$ cat config.mk
export PLATFORM = sky130hd
export DESIGN_NAME = correlate_sequencer
export DESIGN_NICKNAME = d
export VERILOG_FILES = /design/src/rtl/correlate_sequencer.sv
export SDC_FILE = /design/constraint.sdc
export NUM_CORES = 1
export LEC_CHECK = 0
export ABC_AREA = 1
export CAP_MARGIN = 20
export CORE_MARGIN = 2
export CORE_UTILIZATION = 30
export CTS_CLUSTER_DIAMETER = 80
export DETAILED_ROUTE_END_ITERATION = 16
export PLACE_DENSITY_LB_ADDON = 0.2
export SYNTH_ARGS = -nofsm -noshare
export SYNTH_HDL_FRONTEND = slang
export SYNTH_SLANG_ARGS = --single-unit
$ cat constraint.sdc
create_clock -name clk -period 11.11 [get_ports clk]
set_clock_uncertainty 0.1 [all_clocks]
set_input_delay 3.333 -clock clk [delete_from_list [all_inputs] [get_ports clk]]
set_output_delay 3.333 -clock clk [all_outputs]
set_load 0.05 [all_outputs]
$ cat src/rtl/correlate_sequencer.sv
// correlate_sequencer
//   Pairs the left and right census bit-vector streams beat-for-beat, tags
//   each pair with raster X/Y and issues it to the correlator. Owns frame
//   alignment (SYNC on SOF), resynchronisation after an SOF mismatch and
//   frame bookkeeping.
//
//   Optional feature macro: CORRELATE_SEQ_FLUSH_EN
//     defined   -> after each frame, DISP-1 all-zero pairs (x = 0..DISP-2,
//                  y = 0) are issued to drain the correlator pipeline.
//     undefined -> no flush state; the row tail drains with the next frame.
//
// Ports
//   clk, reset                  clock, asynchronous active-high reset
//   enable                      run request (sampled in IDLE / at frame end)
//   left_bv/valid/sof/ready     left census stream (valid/ready handshake)
//   right_bv/valid/sof/ready    right census stream (valid/ready handshake)
//   left_bitvec, right_bitvec   issued pair (registered)
//   bitvec_val                  one-cycle strobe per issued pair
//   input_x, input_y            raster coordinates of the issued pair
//   frame_done                  pulse with the last pixel of a frame
//   frame_count                 completed frames (wraps)
//   sync_err                    sticky SOF mismatch flag
//   busy                        state is not IDLE
module correlate_sequencer #(
    parameter int BV_LEN   = 72,
    parameter int F_WIDTH  = 320,
    parameter int F_HEIGHT = 240,
    parameter int DISP     = 64
) (
    input  logic              clk,
    input  logic              reset,
    input  logic              enable,
    input  logic [BV_LEN-1:0] left_bv,
    input  logic              left_valid,
    input  logic              left_sof,
    output logic              left_ready,
    input  logic [BV_LEN-1:0] right_bv,
    input  logic              right_valid,
    input  logic              right_sof,
    output logic              right_ready,
    output logic [BV_LEN-1:0] left_bitvec,
    output logic [BV_LEN-1:0] right_bitvec,
    output logic              bitvec_val,
    output logic [9:0]        input_x,
    output logic [9:0]        input_y,
    output logic              frame_done,
    output logic [15:0]       frame_count,
    output logic              sync_err,
    output logic              busy
);

    // Coordinates are 10 bits wide; the flush needs at least one beat.
    if (F_WIDTH < 2 || F_WIDTH > 1024 || F_HEIGHT < 1 || F_HEIGHT > 1024 || DISP < 2) begin : g_param_check
        $error("correlate_sequencer: F_WIDTH/F_HEIGHT/DISP out of range");
    end

    localparam logic [9:0] X_LAST = 10'(F_WIDTH - 1);
    localparam logic [9:0] Y_LAST = 10'(F_HEIGHT - 1);

`ifdef CORRELATE_SEQ_FLUSH_EN
    typedef enum logic [1:0] {IDLE, SYNC, RUN, FLUSH} state_t;
    localparam int FCW = $clog2(DISP);
    localparam logic [FCW-1:0] FC_LAST = FCW'(DISP - 2);
    logic [FCW-1:0] fc;
`else
    typedef enum logic [1:0] {IDLE, SYNC, RUN} state_t;
`endif

    state_t     state, state_next;
    logic [9:0] x, y;
    logic       at_origin, both_valid, sof_ok, take, mismatch, last_px;

    always_comb begin
        at_origin  = (x == '0) && (y == '0);
        both_valid = left_valid && right_valid;
        // SOF must agree on both sides, and may only appear at (0,0).
        // A mid-frame double SOF is a mismatch, so it is not consumed either.
        sof_ok     = (left_sof == right_sof) && (!left_sof || at_origin);
        take       = (state == RUN) && both_valid && sof_ok;
        mismatch   = (state == RUN) && both_valid && !sof_ok;
        last_px    = (x == X_LAST) && (y == Y_LAST);
    end

    always_comb begin
        state_next  = state;
        left_ready  = 1'b0;
        right_ready = 1'b0;
        case (state)
            IDLE: begin
                if (enable) state_next = SYNC;
            end
            SYNC: begin
                // Discard non-SOF heads; hold SOF heads until both are present.
                left_ready  = left_valid && !left_sof;
                right_ready = right_valid && !right_sof;
                if (left_valid && left_sof && right_valid && right_sof)
                    state_next = RUN;
            end
            RUN: begin
                left_ready  = take;
                right_ready = take;
                if (mismatch) begin
                    state_next = SYNC;
                end else if (take && last_px) begin
`ifdef CORRELATE_SEQ_FLUSH_EN
                    state_next = FLUSH;
`else
                    state_next = enable ? RUN : IDLE;
`endif
                end
            end
`ifdef CORRELATE_SEQ_FLUSH_EN
            FLUSH: begin
                if (fc == FC_LAST) state_next = enable ? RUN : IDLE;
            end
`endif
            default: state_next = IDLE;
        endcase
    end

    always_ff @(posedge clk or posedge reset) begin
        if (reset) state <= IDLE;
        else       state <= state_next;
    end

    assign busy = (state != IDLE);

    always_ff @(posedge clk or posedge reset) begin
        if (reset) begin
            x            <= '0;
            y            <= '0;
            left_bitvec  <= '0;
            right_bitvec <= '0;
            input_x      <= '0;
            input_y      <= '0;
            bitvec_val   <= 1'b0;
            frame_done   <= 1'b0;
            frame_count  <= '0;
            sync_err     <= 1'b0;
`ifdef CORRELATE_SEQ_FLUSH_EN
            fc           <= '0;
`endif
        end else begin
            bitvec_val <= 1'b0;
            frame_done <= 1'b0;
            if (take) begin
                left_bitvec  <= left_bv;
                right_bitvec <= right_bv;
                input_x      <= x;
                input_y      <= y;
                bitvec_val   <= 1'b1;
                if (last_px) begin
                    x           <= '0;
                    y           <= '0;
                    frame_done  <= 1'b1;
                    frame_count <= frame_count + 16'd1;
                end else if (x == X_LAST) begin
                    x <= '0;
                    y <= y + 10'd1;
                end else begin
                    x <= x + 10'd1;
                end
            end else if (mismatch) begin
                x        <= '0;
                y        <= '0;
                sync_err <= 1'b1;
            end
`ifdef CORRELATE_SEQ_FLUSH_EN
            if (state == FLUSH) begin
                left_bitvec  <= '0;
                right_bitvec <= '0;
                input_x      <= 10'(fc);
                input_y      <= '0;
                bitvec_val   <= 1'b1;
                fc           <= (fc == FC_LAST) ? '0 : fc + 1'b1;
            end
`endif
        end
    end

endmodule

## After elaboration in Yosys (flattened, before gate mapping)

Index checks and enable logic that the tools add are counted.

- Register bits after elaboration: 205
- Input port bits: 151
- Output and inout bits: 186
- Word-level logic and storage cells: 68

- Add/subtract/negate cells: 3
- Equal/unequal tests: 9
- Multiplexer cells: 18
- Bitwise gates (word level): 1
- Reduce and logical (&&, ||, !) cells: 26

Operators with widths:

| operator | number |
|---|---|
| 10-bit 2-to-1 mux | 7 |
| 10-bit by 1-bit adder with 10-bit output, second input constant | 2 |
| 10-bit logical NOT | 2 |
| 16-bit by 1-bit adder with 16-bit output, second input constant | 1 |
| 1-bit logical AND | 13 |
| 10-bit by 8-bit == test with 1-bit output, second input constant | 1 |
| 10-bit by 9-bit == test with 1-bit output, second input constant | 1 |
| 2-bit 2-to-1 mux | 5 |
| 2-bit one-hot mux with 3 select lines | 1 |
| 2-bit AND reduction | 3 |
| 2-bit != test, second input constant | 2 |
| 1-bit one-hot mux with 2 select lines | 2 |
| 2-bit nonzero test | 2 |
| 1-bit logical NOT | 3 |
| 1-bit 2-to-1 mux | 3 |
| 3-bit by 1-bit != test with 1-bit output, second input constant | 1 |
| 3-bit by 2-bit != test with 1-bit output, second input constant | 1 |
| 3-bit AND reduction | 1 |
| 2-bit by 1-bit == test with 1-bit output, second input constant | 1 |
| 2-bit == test, second input constant | 1 |
| 2-bit logical NOT | 1 |
| 1-bit == test | 1 |
| 1-bit logical OR | 1 |
| 1-bit inverter | 1 |

## Depth between registers and ports, before layout

Gate-level depths: netlist of run 1.

- Depth in word-level cells: 9
- Gate-level depth with buffers: 14
- Gate-level depth less buffers: 14

## Worst setup path before layout of run 1

OpenSTA, ideal clock, no wires.

- Path type: input to output
- From: in left_sof
- To: out left_ready
- Arrival time: 4.833 ns
- Data required time: 7.677 ns
- Setup slack: 2.844 ns
- Stages: 9
- Buffers on the path: 1
- Cell sequence: nand2_1 > inv_1 > nand2_1 > nor2_1 > nand3_2 > nand2_4 > nand2_4 > clkbuf_1 > a21oi_1

- Cells in the longest elaborated chain, start to end: 5
- Elaborated cells between the ends (all ways): 7
- Classes of those cells: eq/ne: 1; mux: 1; reduce/logical: 5

RTL lines:

| element | RTL line | RTL |
|---|---|---|
| start: declaration | 35 | `input logic left_sof,` |
| 1-bit logical NOT | 78, 94 |  |
| 1-bit logical OR | 78 | `sof_ok = (left_sof == right_sof) && (!left_sof \|\| at_origin);` |
| 1-bit logical AND | 78 |  |
| 1-bit logical AND | 79 | `take = (state == RUN) && both_valid && sof_ok;` |
| 1-bit one-hot mux with 2 select lines * | 88 | `case (state)` |
| end: declaration | 36 | `output logic left_ready,` |

Every way passes the cells marked *; elsewhere a longest branch is shown, timed or not.

## Worst setup path in the final report of run 1

- From: in left_valid
- To: out left_ready

- Cells in the longest elaborated chain, start to end: 4
- Elaborated cells between the ends (all ways): 5
- Classes of those cells: mux: 1; reduce/logical: 4

RTL lines:

| element | RTL line | RTL |
|---|---|---|
| start: declaration | 34 | `input logic left_valid,` |
| 1-bit logical AND | 75 | `both_valid = left_valid && right_valid;` |
| 1-bit logical AND (2 in a row) | 79 |  |
| 1-bit one-hot mux with 2 select lines * | 88 |  |

Marks and branches as above.

==> flow_summary.ini, run 1 <==
[run_status]
status = finished clean

[die]
start_util_pct = 30.56
die_area_mm2 = 0.03071
core-area_mm2 = 0.02878
die_h_um = 175.2
die_width_um = 175.2
io_pins = 337
floorplan.rows = 62

[yosys]
yosysWarnings = 0
syn_inst = 1014
synth_flop_cell = dfrtp_1
syn-mean-instance-area_um2 = 8.674
synth_edf_count = 0
async_flop_share_pct = 100.0
syn-num-nets = 1174
synthDistinctLibCells = 30
ys_seq_area_share_pct = 58.32
syn-cell-area_mm2 = 0.008796
synth-seq-cells = 205

[power_and_ir_drop]
ir_drop_mv = 0.1545
power_density_mw_per_mm2 = 256.1
p_leak_nw = 6.399

[route]
ant_nets = 0
avgRoutedWirePerCell_um = 14.94
routed_wl_um = 25980
vias = 7410
initialDrtViolationCount = 447
route.detailed.drc = 0
avgViaCountPerCell = 4.261
dr.pass1.iters = 4

[timing]
tightest_slew_ns = 1.010
hold_viol_final = 0
finalSetupViolCount = 0
relSlewSlack_pct = 32.64
period_needed_ns = 9.255
final_max_slew_viol_count = 0
fmax_mhz = 108.1
finalCritPeriodShare_pct = 83.30
setup_tns_ns = 0
rsz0062_at_grt = false

[global_route]
grt_pass1_vias = 7280
antenna_found_initial = 2
grt-ovfl-total = 0
global_route.usage.total_pct = 16.52
grt_start_max_net_pins = 136
grt_first_pass_wirelength_um = 40990

[cells_and_area]
nets = 1499
drive_gt1_share_pct = 4.431
instances_no_fill = 1739
area_growth_pct = 49.64
layout_common_cells = 532 x nand2_1, 336 x clkdlybuf4s50_1, 205 x dfrtp_1
layout_commonest_cell = nand2_1
final.fill_count = 2782
design_area_mm2 = 0.01316

[cts]
holdBufCountCts = 0
clk_pin_slew_worst_paths_ns = 0.06
clk_latency_ns = 0.51
cts_tree = yes
cts_max_path_buffers = 3
h-tree-depth = 1
cts_resized = 0
post_cts_buffers = 0
clock-root-buffer = clkbuf_16
clkSinkCount = 205
cts_buffers = 25

[placement]
place_congestion = 0.8112
placed_cell_area_mm2 = 0.01231
io_buffers = 336
dp.cells = 1696
dp_hpwl_um = 17960

[critical_path]
end_kind = output port
critical-path-max-stage-delay_ns = 0.82
worst_setup_path_start_kind = input port
worstPathArrival_ns = 5.82
cp_max_fo = 31
critical_path.cell_chain = clkdlybuf4s50_1, nand3_1, inv_1, nand2_8, a21oi_1, clkdlybuf4s50_1
cp_slowest_cell = clkdlybuf4s50_1
crit_type = in -> out
required_ns = 7.68
worst_path_most_repeated_cell = clkdlybuf4s50_1

[job]
cap_viol_max_count = 0

[hold_path]
hp-class = reg -> reg
==> final cells by class <==
| cell class | instances | area, um2 | share of cell area [%] |
|---|---|---|---|
| Clock inverter | 8 | 121.4 | 0.9221 |
| Timing Repair Buffer | 340 | 3393 | 25.78 |
| Antenna cell | 1 | 2.502 | 0.01901 |
| Sequential cell | 205 | 5130 | 38.97 |
| Clock buffer | 34 | 729.5 | 5.542 |
| Multi-Input combinational cell | 712 | 3089 | 23.47 |
| Inverter | 55 | 216.5 | 1.644 |
| Tap cell | 384 | 480.5 | 3.650 |
==> stage by stage <==
stage / util, % / worst slack, ns / total power [mW] / hold WS, ns
2_1_floorplan: - / 2.081 / 2.010 / 0.3901
4_1_cts: 45.73 / 1.835 / 3.414 / 0.3800
3_3_place_gp: 42.77 / 1.879 / 2.541 / 0.3547
5_1_grt: 45.74 / 1.697 / 3.551 / 0.3918
6_report: 45.74 / 1.855 / 3.371 / 0.3740
3_5_place_dp: 42.77 / 1.855 / 2.552 / 0.3642
==> synth_stat cells (all sizes together) (5+ instances only) <==
| cell | number | area share (%) |
|---|---|---|
| clkbuf | 5 | 0.21 |
| nor2 | 42 | 2.0 |
| nand3 | 25 | 1.7 |
| nand2 | 535 | 23 |
| o22ai | 5 | 0.36 |
| dfrtp | 205 | 58 |
| buf | 37 | 4.1 |
| xor2 | 21 | 2.1 |
| ha | 9 | 1.3 |
| inv | 54 | 2.3 |
| o21ai | 49 | 2.8 |
| nor3 | 15 | 0.91 |
==> power breakdown <==
part	switching, mW	total (mW)	internal (mW)
Sequential	0.125	1.08	0.956
Clock	0.316	0.841	0.525
Combinational	0.975	1.45	0.474
==> kinds of logic after synthesis <==
kind of cell	count (synthesis)	share of synthesized area [%]
AO/OA/AOI/OAI	59	3.528
XOR/XNOR	23	2.290
adder cells (fa/ha/maj)	9	1.280
buffers and inverters	97	6.657
flip-flops	205	58.32
AND/OR/NAND/NOR	621	27.92
==> state kept, by name (all words and copies together) (netlist names) <==
name	cells
frame_done	1
y	10
input_y	10
left_bitvec	72
input_x	10
frame_count	16
sync_err	1
right_bitvec	72
x	10
bitvec_val	1
state	2
==> metal layers <==
layer,routed length (um),vias to the layer above,GRT usage (%)
li1,-,3753,-
met3,2347,28,5.113
met4,450,2,3.924
met5,13,-,0
met1,11500,3370,21.81
met2,11680,257,26.53
==> worst max-delay path, delay by kind of cell <==
kind / cells / cell delay (ns)
AOI/OAI and AO/OA: 1 / 0.19
and+or+nand+nor: 2 / 0.43
buffers and inverters: 3 / 1.86
==> worst paths after layout <==
check                                           from                            to  depth (start not counted)  slack (ns)
max in group asynchronous                      reset   frame_count[11]$_DFFE_PP0P_                          3        5.98
worst max-delay path                      left_valid                    left_ready                          6        1.86
worst min-delay path            sync_err$_DFFE_PP0P_          sync_err$_DFFE_PP0P_                          2        0.37
worst max register to register  state[0]$_DFFE_PP0P_  right_bitvec[49]$_DFFE_PP0P_                          9        7.54
worst min register to register  sync_err$_DFFE_PP0P_          sync_err$_DFFE_PP0P_                          2        0.37
min in group asynchronous                      reset    left_bitvec[0]$_DFFE_PP0P_                          2        3.31
Power figures use the tool's default switching activity.
==> run 2: changes to the inputs <==
==> constraint.sdc (replaced) <==
create_clock -name clk -period 7.7 [get_ports clk]
set_clock_uncertainty 0.1 [all_clocks]
set_input_delay 2.31 -clock clk [delete_from_list [all_inputs] [get_ports clk]]
set_output_delay 2.31 -clock clk [all_outputs]
set_load 0.05 [all_outputs]
==> run 2 against run 1 <==
Net effect: sequential share of layout area fell by 0.067 points; wire length fell by 0.86%; sequential power rose by 44%; non-clock buffer count rose by 1; critical path type unchanged; highest routed layer is now met4.
==> flow_summary.ini, run 2 (synthesis results as in run 1) <==
[cells_and_area]
diodes = 0
layout_common_cells = 532 x nand2_1, 334 x clkdlybuf4s50_1, 205 x dfrtp_1
area_growth_pct = 49.90
final.fill_count = 2752
largestRegisters = left_bitvec: 72 flops, right_bitvec: 72 flops, frame_count: 16 flops
layout_commonest_cell = nand2_1
nets = 1500
drive_gt1_share_pct = 4.505

[timing]
finalSetupViolCount = 0
finalHoldWorstSlack_ns = 0.3714
setup_tns_ns = 0
finalCritPeriodShare_pct = 84.41
hold_viol_final = 0
final_max_slew_viol_count = 0
finalWorstSetupSlack_ns = 1.200
fmax_mhz = 153.9
relSlewSlack_pct = 34.41
period_needed_ns = 6.500
rsz0062_at_grt = false
tightest_slew_ns = 0.9838

[global_route]
grt_start_max_net_pins = 197
antenna_found_initial = 1
grt-ovfl-total = 0
grt_pass1_vias = 7217
global_route.usage.total_pct = 16.56
grt_first_pass_wirelength_um = 41000

[cts]
cts_resized = 0
clock-root-buffer = clkbuf_16
post_cts_buffers = 0
clk_latency_ns = 0.51
cts_buffers = 25
clk_pin_slew_worst_paths_ns = 0.05
h-tree-depth = 1
cts_max_path_buffers = 3
holdBufCountCts = 0
clkSinkCount = 205
cts_tree = yes

[critical_path]
required_ns = 5.29
critical-path-max-stage-delay_ns = 0.53
cp_slowest_cell = inv_1
worst_setup_path_start_kind = input port
path_buf_inv = 3
critical_path.top_delay_family = buffers and inverters
cp_max_fo = 14
critical_path.cell_chain = clkdlybuf4s50_1, nand3_1, inv_1, nand2_8, a21oi_1, buf_12
end_kind = output port
worstPathArrival_ns = 4.09
crit_type = in -> out

[hold_path]
hp-class = reg -> reg

[die]
io_pins = 337
die_area_mm2 = 0.03071
floorplan.rows = 62
start_util_pct = 30.56
die_h_um = 175.2
die_width_um = 175.2
core-area_mm2 = 0.02878

[route]
route.detailed.drc = 0
dr.pass1.iters = 4
dr.max_layer_used = met4
drt-met1-wl_um = 11360
avgRoutedWirePerCell_um = 14.82
ant_nets = 0
wl_met2_um = 11620
routed_wl_um = 25760
avgViaCountPerCell = 4.250
vias = 7386
initialDrtViolationCount = 524
met3_length_um = 2234

[placement]
io_buffers = 336
place_congestion = 0.7979
dp_hpwl_um = 17810
place_ws_ns = 1.180

[power_and_ir_drop]
power_mw = 4.798
ir_drop_mv = 0.1878
p_leak_nw = 6.400
power_density_mw_per_mm2 = 363.9

[run_status]
status = finished clean

[job]
cap_viol_max_count = 0
## run 2: final timing paths
kind | startpoint | end | slack (ns) | cells past startpoint
setup / recovery | right_valid | left_ready | 1.20 | 6
hold / removal | sync_err$_DFFE_PP0P_ | sync_err$_DFFE_PP0P_ | 0.37 | 2
setup reg to reg | state[0]$_DFFE_PP0P_ | left_bitvec[21]$_DFFE_PP0P_ | 4.26 | 10
hold reg to reg | sync_err$_DFFE_PP0P_ | sync_err$_DFFE_PP0P_ | 0.37 | 2
max in group asynchronous | reset | right_bitvec[32]$_DFFE_PP0P_ | 4.29 | 4
min in group asynchronous | reset | input_x[8]$_DFFE_PP0P_ | 2.03 | 2
## run 2: report_power, final
part | internal, mW | leakage [nW] | total [mW] | switching, mW
Clock | 0.693 | 0.393 | 1.14 | 0.450
Combinational | 0.688 | 3.33 | 2.09 | 1.40
Sequential | 1.38 | 2.68 | 1.56 | 0.183
## run 2: worst min-delay path, delay by kind of cell (launching register included)
family / cells / cell delay [ns]
buffers and inverters: 1 / 0.04
flip-flops: 1 / 0.35
AND/OR/NAND/NOR: 1 / 0.05
## run 2: layout make-up
class                   instances  area (um2)  share of cell area [%]
clock buffers                  35       733.2                   5.561
clock inverters                 6       68.82                  0.5219
flip-flops and latches        205        5130                   38.91
multi-input cells             712        3089                   23.43
inverters                      55       212.7                   1.613
well taps                     384       480.5                   3.644
repair buffers                341        3471                   26.32
## run 2: routing by layer
metal  global-route usage [%]  vias to the layer above
met2                    26.23                      255
met5                        0                        -
met3                    4.830                       38
met4                    4.514                        0
met1                    22.13                     3329
li1                         -                     3764
## run 2: metrics by stage
stage | cells | utilization [%] | instance area [um2]
6_report | 1738 | 45.81 | 13190
5_1_grt | 1738 | 45.81 | 13190
4_1_cts | 1737 | 45.74 | 13170
3_5_place_dp | 1696 | 42.96 | 12360
3_3_place_gp | 1696 | 42.96 | 12360
2_1_floorplan | 1014 | - | 8800
